File: src/rtl/wb_arbiter.sv
// Round-robin Wishbone arbiter: N masters share one slave, with a stall watchdog
// that aborts a cycle the slave never answers.
module wb_arbiter #(
    parameter int unsigned N       = 2,
    parameter int unsigned AW      = 32,
    parameter int unsigned DW      = 32,
    parameter int unsigned TIMEOUT = 255
) (
    input  logic                      clk_in,
    input  logic                      reset_in,
    input  logic [N-1:0]              m_cyc_in,
    input  logic [N-1:0]              m_stb_in,
    input  logic [N-1:0]              m_we_in,
    input  logic [N-1:0][AW-1:0]      m_adr_in,
    input  logic [N-1:0][DW-1:0]      m_dat_in,
    input  logic [N-1:0][DW/8-1:0]    m_sel_in,
    output logic [N-1:0]              m_ack_out,
    output logic [N-1:0]              m_err_out,
    output logic [DW-1:0]             m_dat_out,
    output logic                      s_cyc_out,
    output logic                      s_stb_out,
    output logic                      s_we_out,
    output logic [AW-1:0]             s_adr_out,
    output logic [DW-1:0]             s_dat_out,
    output logic [DW/8-1:0]           s_sel_out,
    input  logic                      s_ack_in,
    input  logic                      s_err_in,
    input  logic [DW-1:0]             s_dat_in,
    output logic [N-1:0]              grant_out,
    output logic                      timeout_out
);

    localparam int unsigned IW = $clog2(N);
    localparam int unsigned CW = ($clog2(TIMEOUT + 1) > 0) ? $clog2(TIMEOUT + 1) : 1;

    typedef enum logic [1:0] {IDLE, BUSY, ABORT} state_t;

    state_t          state;
    logic [IW-1:0]   gidx;
    logic [IW-1:0]   last_grant;
    logic [IW-1:0]   arb_idx;
    logic [IW-1:0]   cand;
    logic            arb_found;
    logic [CW-1:0]   wd_cnt;
    logic [CW-1:0]   wd_next;
    logic            stall;
    logic            wd_hit;

    // Round-robin search: first requester after last_grant, wrapping modulo N.
    always_comb begin
        arb_found = 1'b0;
        arb_idx   = last_grant;
        cand      = '0;
        for (int unsigned i = 1; i <= N; i++) begin
            cand = IW'((32'(last_grant) + i) % N);
            if (!arb_found && m_cyc_in[cand]) begin
                arb_found = 1'b1;
                arb_idx   = cand;
            end
        end
    end

    assign stall   = (state == BUSY) && s_stb_out && !s_ack_in && !s_err_in;
    assign wd_next = (wd_cnt == '1) ? wd_cnt : wd_cnt + 1'b1;
    assign wd_hit  = (TIMEOUT != 0) && (32'(wd_next) >= TIMEOUT);

    always_ff @(posedge clk_in or negedge reset_in) begin
        if (!reset_in) begin
            state       <= IDLE;
            grant_out   <= '0;
            gidx        <= '0;
            last_grant  <= IW'(N - 1);
            wd_cnt      <= '0;
            timeout_out <= 1'b0;
        end else begin
            timeout_out <= 1'b0;
            case (state)
                IDLE: begin
                    wd_cnt <= '0;
                    if (arb_found) begin
                        state              <= BUSY;
                        gidx               <= arb_idx;
                        grant_out          <= '0;
                        grant_out[arb_idx] <= 1'b1;
                    end
                end
                BUSY: begin
                    if (!m_cyc_in[gidx]) begin
                        state      <= IDLE;
                        last_grant <= gidx;
                        grant_out  <= '0;
                        wd_cnt     <= '0;
                    end else if (stall) begin
                        wd_cnt <= wd_next;
                        if (wd_hit) begin
                            state       <= ABORT;
                            timeout_out <= 1'b1;
                        end
                    end else begin
                        wd_cnt <= '0;
                    end
                end
                ABORT: begin
                    if (!m_cyc_in[gidx]) begin
                        state      <= IDLE;
                        last_grant <= gidx;
                        grant_out  <= '0;
                        wd_cnt     <= '0;
                    end
                end
                default: state <= IDLE;
            endcase
        end
    end

    // Slave side only sees the owner while BUSY; ABORT and IDLE keep the bus quiet.
    always_comb begin
        s_cyc_out = 1'b0;
        s_stb_out = 1'b0;
        s_we_out  = 1'b0;
        s_adr_out = '0;
        s_dat_out = '0;
        s_sel_out = '0;
        m_ack_out = '0;
        m_err_out = '0;
        m_dat_out = s_dat_in;
        if (state == BUSY) begin
            s_cyc_out       = m_cyc_in[gidx];
            s_stb_out       = m_stb_in[gidx];
            s_we_out        = m_we_in[gidx];
            s_adr_out       = m_adr_in[gidx];
            s_dat_out       = m_dat_in[gidx];
            s_sel_out       = m_sel_in[gidx];
            m_ack_out[gidx] = s_ack_in;
            m_err_out[gidx] = s_err_in;
        end
        if (state == ABORT && timeout_out) begin
            m_err_out = grant_out;
        end
    end

endmodule

File: config.mk
export PLATFORM = sky130hd
export DESIGN_NAME = wb_arbiter
export DESIGN_NICKNAME = d
export VERILOG_FILES = /design/src/rtl/wb_arbiter.sv
export SDC_FILE = /design/constraint.sdc
export NUM_CORES = 1
export LEC_CHECK = 0
export BUFFER_PORTS_ARGS = -buffer_cell sky130_fd_sc_hd__clkbuf_2
export CAP_MARGIN = 0
export CORE_AREA = 4 4 109 111
export CTS_CLUSTER_SIZE = 12
export DETAILED_ROUTE_END_ITERATION = 6
export DIE_AREA = 0 0 113 115
export GPL_ROUTABILITY_DRIVEN = 0
export PLACE_DENSITY_LB_ADDON = 0.2
export REMOVE_ABC_BUFFERS = 1
export SYNTH_ARGS = -nofsm -noshare
export SYNTH_HDL_FRONTEND = slang
export SYNTH_SLANG_ARGS = --single-unit
File: constraint.sdc
create_clock -name clk_in -period 2.8 [get_ports clk_in]
set_input_delay 0.28 -clock clk_in [delete_from_list [all_inputs] [get_ports clk_in]]
set_output_delay 0.28 -clock clk_in [all_outputs]
set_load 0.005 [all_outputs]
Word level (Yosys, flattened, before mapping)
Cells that the tools add are included.

Reduce and logical (&&, ||, !) cells: 19. Add/sub/neg operators: 3. Muxes and demuxes: 50. $lt $le $gt $ge: 7. Bitwise operators: 3. Equal/unequal tests: 8.

Operators with widths (number): two-way mux 32 bit (6); two-way mux 8 bit (4); one-hot mux 8 bit (3 select lines) (1); two-way mux 1 bit (23); two-way mux 2 bit (9); two-way mux 4 bit (3); adder 8 x 1 -> 8 bit (second input constant) (1); equality test 8 bit (second input constant) (1); greater-or-equal comparator 8 bit (second input constant) (1); less-than comparator 1 x 2 -> 1 bit (second input constant) (4); logical AND 1 bit (7); != test 2 bit (second input constant) (3); != test 3 bit (second input constant) (2); one-hot mux 2 bit (3 select lines) (1); AND reduction 2 bit (3); AND 2 bit (2); one-hot mux 2 bit (2 select lines) (1); AND reduction 4 bit (1); logical NOT 1 bit (3); AND reduction 3 bit (1); nonzero test 3 bit (1); adder 1 bit (second input constant) (2); demux 1 bit (select 1 bit) (2); equality test 2 x 1 -> 1 bit (second input constant) (1); other kinds (6) (7).

Input bits: 178. Word-level logic and storage cells: 96. Register bits after elaboration: 15. Output and inout bits: 110.

Logic depth before layout (Yosys ltp)
Gate-level depths: netlist of the first run.

Depth in word-level cells: 13. Gate-level depth with buffers: 7. Mapped depth without buffers: 7.

Least setup slack after synthesis of the first run
No wires, ideal clock.

Kind: flip-flop to flip-flop. From: register wd_cnt[0]. To: register state[0]. Slack: 0.747 ns. Stages on the path, launching flop included: 8. Clock period less this slack: 2.053 ns. Library setup time: 0.104 ns. Arrival: 1.949 ns. Path buffers: 1. Required time: 2.696 ns. Cell sequence: dfrtp_1 > ha_1 > and4_1 > buf_4 > a31oi_1 > or4_4 > or3_1 > o311ai_1.

Longest elaborated chain between the ends: 5. Elaborated cells on any way between the ends: 6. Those cells by class: add/sub: 1; order compare: 1; eq/ne: 2; mux: 1; reduce/logical: 1.

RTL lines: from (decl) (RTL line 44) `logic [CW-1:0] wd_cnt;`; from (signal assigned) (RTL line 94) `wd_cnt <= wd_next;`; adder 8 x 1 -> 8 bit / equality test 8 bit (equally long branches) (RTL line 64) `assign wd_next = (wd_cnt == '1) ? wd_cnt : wd_cnt + 1'b1;`; two-way mux 8 bit (*) (RTL line 64); greater-or-equal comparator 8 bit (*) (RTL line 65) `assign wd_hit = (TIMEOUT != 0) && (32'(wd_next) >= TIMEOUT);`; != test 3 bit (no line) (*); AND reduction 4 bit (no line) (*); to (signal assigned) (RTL line 69) `state <= IDLE;`; to (signal assigned) (RTL line 81) `state <= BUSY;`; to (signal assigned) (RTL line 89) `state <= IDLE;`; to (decl) (RTL line 38) `state_t state;`.

Mark *: on every way between the ends. The rest lies on a longest branch, timed or not. A chain may end at the register's enable or synchronous reset.

Final worst setup path of the first run
From: register gidx. To: output port s_adr_out[17].

Longest elaborated chain between the ends: 3.

RTL lines: from (decl) (RTL line 39) `logic [IW-1:0] gidx;`; from (signal assigned) (RTL line 82) `gidx <= arb_idx;`; two-way mux 32 bit (not written as such) (2 in series) (RTL line 131) `s_adr_out = m_adr_in[gidx];`; two-way mux 32 bit (RTL line 127) `if (state == BUSY) begin`; to (decl) (RTL line 23) `output logic [AW-1:0] s_adr_out,`.

Every way passes these cells. The select of a mux whose other input is x is not followed.

==> results of run 1 <==
==> report_power, final <==
group	switching, W	leakage (nW)	internal, W
Clock	0.0000777	0.0228	0.000101
Combinational	0.000979	1.71	0.000974
Sequential	0.0000608	0.198	0.000263
==> worst max path at each step <==
| stage | start | to | slack (ns) | cells after the start |
|---|---|---|---|---|
| after floorplan | gidx | state[0] | -1.29 | 5 |
| after global placement | wd_cnt[0] | state[0] | 0.60 | 6 |
| after detailed placement | wd_cnt[0] | state[0] | 0.59 | 6 |
| after CTS | gidx | s_adr_out[17] | 0.44 | 4 |
| after global routing | gidx | s_adr_out[17] | 0.34 | 4 |
| final | gidx | s_adr_out[17] | 0.51 | 4 |
==> cells by family after synthesis <==
family | count (synthesis)
and+or+nand+nor | 117
AOI/OAI and AO/OA | 43
buffers and inverters | 61
DFF | 15
adders and majority gates | 5
muxes | 72
==> what timing repair did <==
item,CTS,global route
setup buffers,0,0
gates resized for setup,0,0
hold buffers,1,0
endpoints found under the hold margin,14,0
==> per-stage QoR <==
stage / utilization / cells / area (sq um)
floorplan: - / 261 / 2150
global placement: 0.322 / 628 / 3470
detailed placement: 0.322 / 628 / 3470
CTS: 0.327 / 633 / 3530
global route: 0.327 / 633 / 3530
finish: 0.327 / 633 / 3530
==> sequential cells by signal, summed over array words and instances (netlist names) <==
signal,flops
gidx,1
timeout_out,1
grant_out,2
wd_cnt,8
state,2
last_grant,1
==> layer usage <==
metal | wire (microns) | vias up | GRT usage
met3 | 1450 | 12 | 0.0784
met1 | 4460 | 1265 | 0.183
met5 | 0 | - | 0.0148
met4 | 190 | 0 | 0.0296
met2 | 5170 | 165 | 0.249
li1 | - | 1414 | -
==> cell type report <==
cell class / instances / area, sq um
Tap cell: 140 / 175
Multi-Input combinational cell: 237 / 1740
Timing Repair Buffer: 228 / 1160
Inverter: 9 / 33.8
Clock buffer: 4 / 45.0
Sequential cell: 15 / 380
Fill cell: 1151 / 7260
==> cell usage in the layout (no fill, tap or decap), types with 5 or more instances in the layout <==
cell type                    n
sky130_fd_sc_hd__mux2i_1    70
sky130_fd_sc_hd__nor2_1      5
sky130_fd_sc_hd__dfrtp_1    13
sky130_fd_sc_hd__o21ai_0    15
sky130_fd_sc_hd__a21oi_1    11
sky130_fd_sc_hd__nor2b_1    69
sky130_fd_sc_hd__clkbuf_2  223
sky130_fd_sc_hd__inv_1       9
sky130_fd_sc_hd__nand2_1    14
sky130_fd_sc_hd__nand3_1     6
==> impl_table.tex, run 1 <==
\begin{tabular}{lr}
\hline
Metric & Value \\
\hline
\multicolumn{2}{l}{\textbf{Floorplan}} \\
Row cnt & 38 \\
DIE AREA & 13000 sq um \\
Die Y & 115 microns \\
Core ar. & 10800 sq um \\
Starting utilization of the core area & 0.230 \\
Width of the die & 113 microns \\
Ports placed on the boundary & 288 \\
\multicolumn{2}{l}{\textbf{Placement}} \\
Dpl ws & 0.588 ns \\
Number of buffers added on ports & 223 \\
Half-perimeter wire length of the detailed placement result & 9640 microns \\
\multicolumn{2}{l}{\textbf{Worst setup path}} \\
Buffers \& Inverters on Critical Path & 2 \\
Endpoint class of the critical path & output port \\
Critical path's largest stage delay & 0.60 ns \\
Critical path class & flip-flop to output port \\
Launching point of the worst reg2reg path & wd\_cnt[0] \\
Arrival time worst endpoint & 2.01 ns \\
Worst reg2reg setup slack & 0.53 ns \\
Cells on worst reg2reg path & 6 \\
Required time at the worst-slack endpoint & 2.52 ns \\
Cells along the critical path & buf\_4 > mux2i\_1 > nor2b\_1 > clkbuf\_2 \\
Delay-heaviest family, CP & buffers and inverters \\
Cell at the slowest stage of the critical path & sky130\_fd\_sc\_hd\_\_buf\_4 \\
Nature of the critical path startpoint & flip-flop \\
CP Max Fanout & 43 \\
Reg-to-reg critical path endpoint & state[0] \\
\multicolumn{2}{l}{\textbf{GRT}} \\
Pin count of the biggest net entering global routing & 44 \\
Vias in the first global route & 2795 \\
Overall fraction of global-route tracks in use & 0.153 \\
Wire length of the first global-routing pass & 15700 microns \\
Remaining global-route overflow & 0 \\
Antenna violations before repair & 0 \\
\multicolumn{2}{l}{\textbf{Logic synthesis}} \\
Adder-cell share of the synthesized area & 0.0252 \\
Largest family of logic cells by synthesized area & multiplexers \\
Cell taking the most area after synthesis & sky130\_fd\_sc\_hd\_\_mux2i\_1 \\
Main synth FF type & sky130\_fd\_sc\_hd\_\_dfrtp\_1 \\
List of most frequent post-synthesis cells & sky130\_fd\_sc\_hd\_\_mux2i\_1 (70), sky130\_fd\_sc\_hd\_\_nor2b\_1 (69), sky130\_fd\_sc\_hd\_\_buf\_4 (33), sky130\_fd\_sc\_hd\_\_o21ai\_0 (15) \\
Summed instance area of the synthesized netlist & 2480 sq um \\
Fraction of the mapped netlist area in compound gates & 0.104 \\
FFs w/ async S/R, synth & 1.00 \\
Synth Area in XOR/XNOR & 0 \\
Synth warnings & 0 \\
Number of unique standard cell types used by synthesis & 41 \\
Gate Count Post-Synth & 313 \\
Mean post-synth cell area & 7.92 sq um \\
Post-synthesis mux area share & 0.292 \\
Cell with the most instances after synthesis & sky130\_fd\_sc\_hd\_\_mux2i\_1 \\
Portion of the post-synthesis area used by sequential elements & 0.152 \\
Share of Yosys cell area claimed by the top area cell type & 0.283 \\
Basic-gate share of the synthesized area counting and, or, nand and nor cells & 0.279 \\
Register bit count reported by yosys & 15 \\
Synth area leaders & sky130\_fd\_sc\_hd\_\_mux2i\_1 (28\%), sky130\_fd\_sc\_hd\_\_nor2b\_1 (17\%), sky130\_fd\_sc\_hd\_\_dfrtp\_1 (14\%) \\
Number of enable-type register cells in the synthesized netlist & 0 \\
\multicolumn{2}{l}{\textbf{Run status}} \\
Status & completed \\
\multicolumn{2}{l}{\textbf{Timing}} \\
Worst setup margin & 0.515 ns \\
Setup Viol. Count Final & 0 \\
Final number of max-transition violations & 0 \\
Worst-case clock skew & 0.00155 ns \\
Share of the clock period used by the worst path after layout & 0.816 \\
Slew margin rel. & 0.533 \\
Final count of hold timing violations & 0 \\
Setup TNS after final layout & 0 ns \\
Minimum clock period after layout & 2.29 ns \\
Actual slew at the worst max-slew pin & 0.701 ns \\
Max Freq & 438 MHz \\
Unrepaired setup endpoints after global routing & no \\
WHS & 0.345 ns \\
\multicolumn{2}{l}{\textbf{Power}} \\
Power after layout & 0.00246 W \\
Leakage Power & 1.93 nW \\
Power density of the placed cells & 696 nW/um\^{}2 \\
Worst IR drop on VDD & 0.289 mV \\
\multicolumn{2}{l}{\textbf{Min path}} \\
Worst hold start & m\_cyc\_in[1] \\
Min-Delay Endpoint & gidx \\
Hold Path Cell Cnt & 2 \\
Path type of the worst min-delay path & input port to flip-flop \\
\multicolumn{2}{l}{\textbf{Clock network}} \\
CTS tree & done \\
Clock slew at the register clock pins of the worst setup and hold paths & 0.06 ns \\
Bufs on Longest Clock Path & 2 \\
Cell at the root of the clock tree & sky130\_fd\_sc\_hd\_\_clkbuf\_8 \\
Total number of clock tree sinks & 15 \\
Source-to-sink clock delay at the later pin of the worst-skew pair & 0.25 ns \\
Number of H-tree levels & 1 \\
Total CTS buffers & 3 \\
\multicolumn{2}{l}{\textbf{Drt}} \\
Average wire per standard cell & 17.8 microns \\
Via count normalized by instance count & 4.51 \\
Iteration-0 DRC Markers & 142 \\
First-pass iteration count of the detailed router & 4 \\
Post-route DRC & 0 \\
Final routed wirelength across all metal layers & 11300 microns \\
Final ANT Viol Nets & 0 \\
Via total after detailed routing & 2856 \\
\multicolumn{2}{l}{\textbf{Flow run}} \\
Total of max-cap violations & 0 \\
\multicolumn{2}{l}{\textbf{Layout}} \\
Proportion of layout cells with a drive suffix above 1 & 0.483 \\
Number of antenna cells inserted & 0 \\
Relative area change from synthesis to final layout & 42.4\% \\
Count of nets after finishing & 677 \\
\hline
\end{tabular}
No activity file was read; power rests on OpenSTA's default activity.
==> inputs of run 2 (changes only) <==
ABC_AREA = 1   (was unset)
CORE_AREA = 4 4 110 112   (was 4 4 109 111)
DIE_AREA = 0 0 114 116   (was 0 0 113 115)
clock period = 2.1 ns   (was 2.8 ns; I/O delays follow)
==> impl_table.tex, run 2 <==
\begin{tabular}{lr}
\hline
Metric & Value \\
\hline
\multicolumn{2}{l}{\textbf{Run status}} \\
Status & completed \\
\multicolumn{2}{l}{\textbf{Drt}} \\
Iteration-0 DRC Markers & 266 \\
Final routed wirelength across all metal layers & 14200 microns \\
Via count normalized by instance count & 4.51 \\
Post-route DRC & 0 \\
Average wire per standard cell & 19.3 microns \\
First-pass iteration count of the detailed router & 4 \\
Final ANT Viol Nets & 0 \\
Via total after detailed routing & 3332 \\
\multicolumn{2}{l}{\textbf{Logic synthesis}} \\
Portion of the post-synthesis area used by sequential elements & 0.169 \\
Cell with the most instances after synthesis & sky130\_fd\_sc\_hd\_\_nor2\_1 \\
Gate Count Post-Synth & 413 \\
Share of Yosys cell area claimed by the top area cell type & 0.260 \\
Cell taking the most area after synthesis & sky130\_fd\_sc\_hd\_\_nor2\_1 \\
Register bit count reported by yosys & 15 \\
Mean post-synth cell area & 5.38 sq um \\
List of most frequent post-synthesis cells & sky130\_fd\_sc\_hd\_\_nor2\_1 (154), sky130\_fd\_sc\_hd\_\_o21ai\_0 (78), sky130\_fd\_sc\_hd\_\_nand2\_1 (40), sky130\_fd\_sc\_hd\_\_buf\_4 (32), sky130\_fd\_sc\_hd\_\_inv\_1 (27) \\
Synth warnings & 0 \\
Synth area leaders & sky130\_fd\_sc\_hd\_\_nor2\_1 (26\%), sky130\_fd\_sc\_hd\_\_o21ai\_0 (18\%), sky130\_fd\_sc\_hd\_\_dfrtp\_1 (16\%) \\
Number of unique standard cell types used by synthesis & 25 \\
Number of enable-type register cells in the synthesized netlist & 0 \\
FFs w/ async S/R, synth & 1.00 \\
Summed instance area of the synthesized netlist & 2220 sq um \\
Main synth FF type & sky130\_fd\_sc\_hd\_\_dfrtp\_1 \\
\multicolumn{2}{l}{\textbf{Worst setup path}} \\
Nature of the critical path startpoint & flip-flop \\
Depth of the critical timing path with buffers and inverters included & 6 \\
Critical path's largest stage delay & 0.41 ns \\
Critical path class & flip-flop to output port \\
Buffers \& Inverters on Critical Path & 3 \\
Cell at the slowest stage of the critical path & sky130\_fd\_sc\_hd\_\_dfrtp\_1 \\
Required time at the worst-slack endpoint & 1.89 ns \\
Delay-heaviest family, CP & buffers and inverters \\
Cells on worst reg2reg path & 12 \\
Cells along the critical path & inv\_1 > ha\_2 > buf\_12 > o21ai\_0 > nor2\_1 > buf\_2 \\
CP Max Fanout & 70 \\
Arrival time worst endpoint & 1.87 ns \\
Endpoint class of the critical path & output port \\
\multicolumn{2}{l}{\textbf{Timing}} \\
Setup Viol. Count Final & 0 \\
Setup TNS after final layout & 0 ns \\
Actual slew at the worst max-slew pin & 0.403 ns \\
Slew margin rel. & 0.731 \\
Final number of max-transition violations & 0 \\
Worst-case clock skew & 0.000958 ns \\
WHS & 0.277 ns \\
Minimum clock period after layout & 2.08 ns \\
Share of the clock period used by the worst path after layout & 0.990 \\
Unrepaired setup endpoints after global routing & yes \\
Final count of hold timing violations & 0 \\
Max Freq & 481 MHz \\
\multicolumn{2}{l}{\textbf{GRT}} \\
Global routing met1 resource utilization & 0.293 \\
Fraction of met3 tracks used by global routing & 0.101 \\
Remaining global-route overflow & 0 \\
Layer carrying the most global-route usage & met1 \\
Global Route met2 Usage & 0.272 \\
Vias in the first global route & 3247 \\
Pin count of the biggest net entering global routing & 71 \\
Antenna violations before repair & 1 \\
Overall fraction of global-route tracks in use & 0.203 \\
Wire length of the first global-routing pass & 20000 microns \\
\multicolumn{2}{l}{\textbf{Floorplan}} \\
Starting utilization of the core area & 0.198 \\
Core ar. & 11200 sq um \\
DIE AREA & 13200 sq um \\
Width of the die & 114 microns \\
Die Y & 116 microns \\
Row cnt & 39 \\
Ports placed on the boundary & 288 \\
\multicolumn{2}{l}{\textbf{Layout}} \\
Multi-input gate area in the final layout & 1440 sq um \\
Number of antenna cells inserted & 0 \\
Total of fill cells in the finished design & 1298 \\
Proportion of layout cells with a drive suffix above 1 & 0.429 \\
Leading cell type in the layout, fill and taps excluded & sky130\_fd\_sc\_hd\_\_clkbuf\_2 \\
Area of all placed cells without fillers & 3390 sq um \\
Largest Register & wd\_cnt \\
Biggest regs & wd\_cnt (8), grant\_out (2), state (2) \\
Filler-free cell count of the finished design & 738 \\
Core utilization of the finished layout & 0.302 \\
Number of flip-flops in the largest register & 8 \\
Area taken by flip-flops and latches & 378 sq um \\
Top library cells by usage in the layout, fill and taps aside & sky130\_fd\_sc\_hd\_\_clkbuf\_2 (222), sky130\_fd\_sc\_hd\_\_nor2\_1 (145), sky130\_fd\_sc\_hd\_\_o21ai\_0 (78) \\
Count of nets after finishing & 779 \\
Relative area change from synthesis to final layout & 52.3\% \\
\multicolumn{2}{l}{\textbf{Power}} \\
Worst IR drop on VDD & 0.478 mV \\
Power density of the placed cells & 1100 nW/um\^{}2 \\
Leakage Power & 1.89 nW \\
\multicolumn{2}{l}{\textbf{Clock network}} \\
Number of H-tree levels & 1 \\
Bufs on Longest Clock Path & 2 \\
Source-to-sink clock delay at the later pin of the worst-skew pair & 0.24 ns \\
Total CTS buffers & 3 \\
Cell at the root of the clock tree & sky130\_fd\_sc\_hd\_\_clkbuf\_16 \\
Total number of clock tree sinks & 15 \\
CTS tree & done \\
Clock slew at the register clock pins of the worst setup and hold paths & 0.05 ns \\
\multicolumn{2}{l}{\textbf{Min path}} \\
Hold Path Cell Cnt & 3 \\
Path type of the worst min-delay path & input port to flip-flop \\
\multicolumn{2}{l}{\textbf{Placement}} \\
Post-DP Area & 3270 sq um \\
Number of buffers added on ports & 223 \\
Half-perimeter wire length of the detailed placement result & 12100 microns \\
Number of placed instances, taps included & 733 \\
\multicolumn{2}{l}{\textbf{Flow run}} \\
Total of max-cap violations & 0 \\
\hline
\end{tabular}
[run 2: cell count changes in the layout (fill, tap and decap cells not counted), sizes merged, moves of 10 or more]
cell / delta
nor2b: -69
inv: +21
nand2: +27
mux2i: -70
nor2: +150
a21oi: -10
o21ai: +64
[run 2: tightest hold or removal path, delay by kind of cell]
kind | cells | cell delay (ns)
and+or+nand+nor | 1 | 0.13
buffers and inverters | 1 | 0.10
AOI/OAI and AO/OA | 1 | 0.08
[run 2: metal layers]
metal  vias up  wire [microns]
met4         4             142
met5         -              95
met3        14            1840
li1       1649               -
met2       211            5330
met1      1454            6810
[run 2: final timing paths]
check | startpoint | endpoint | slack, ns
worst max-delay path | state[1] | s_adr_out[7] | 0.02
worst min-delay path | m_cyc_in[1] | last_grant | 0.28
worst max register to register | wd_cnt[1] | state[1] | 0.26
worst min register to register | last_grant | last_grant | 0.51
max in group asynchronous | reset_in | last_grant | 1.36
min in group asynchronous | reset_in | timeout_out | 0.42
[run 2: stage by stage]
| stage | total power (W) | worst slack, ns |
|---|---|---|
| 6_report | 0.00373 | 0.0217 |
| 3_3_place_gp | 0.00333 | 0.286 |
| 3_5_place_dp | 0.00333 | 0.268 |
| 2_1_floorplan | 0.00180 | -0.896 |
| 4_1_cts | 0.00374 | 0.0524 |
| 5_1_grt | 0.00416 | -0.0329 |
[run 2: cells by family after synthesis]
family,count (synthesis),synth area share
AO/OA/AOI/OAI,90,0.215
AND/OR/NAND/NOR,218,0.388
flip-flops,15,0.169
adder cells (fa/ha/maj),5,0.0281
XOR/XNOR,1,0.00394
buffers and inverters,84,0.196
[run 2: power by group]
group / switching, W / internal (W) / total (W)
clock network: 0.000117 / 0.000257 / 0.000374
registers: 0.0000518 / 0.000356 / 0.000407
logic: 0.00187 / 0.00107 / 0.00295
[run 2: area by class of cell]
class	count	area share
multi-input cells	314	0.424
repair buffers	232	0.355
flip-flops and latches	15	0.112
well taps	143	0.0528
inverters	30	0.0332
clock buffers	4	0.0233
[run 2: what timing repair did]
item                                    CTS  global route
endpoints found under the hold margin    14             0
pin swaps                                 0             1
hold buffers                              1             0
endpoints found under the setup margin    1            12
setup buffers                             0             0
gates resized for setup                   1            10
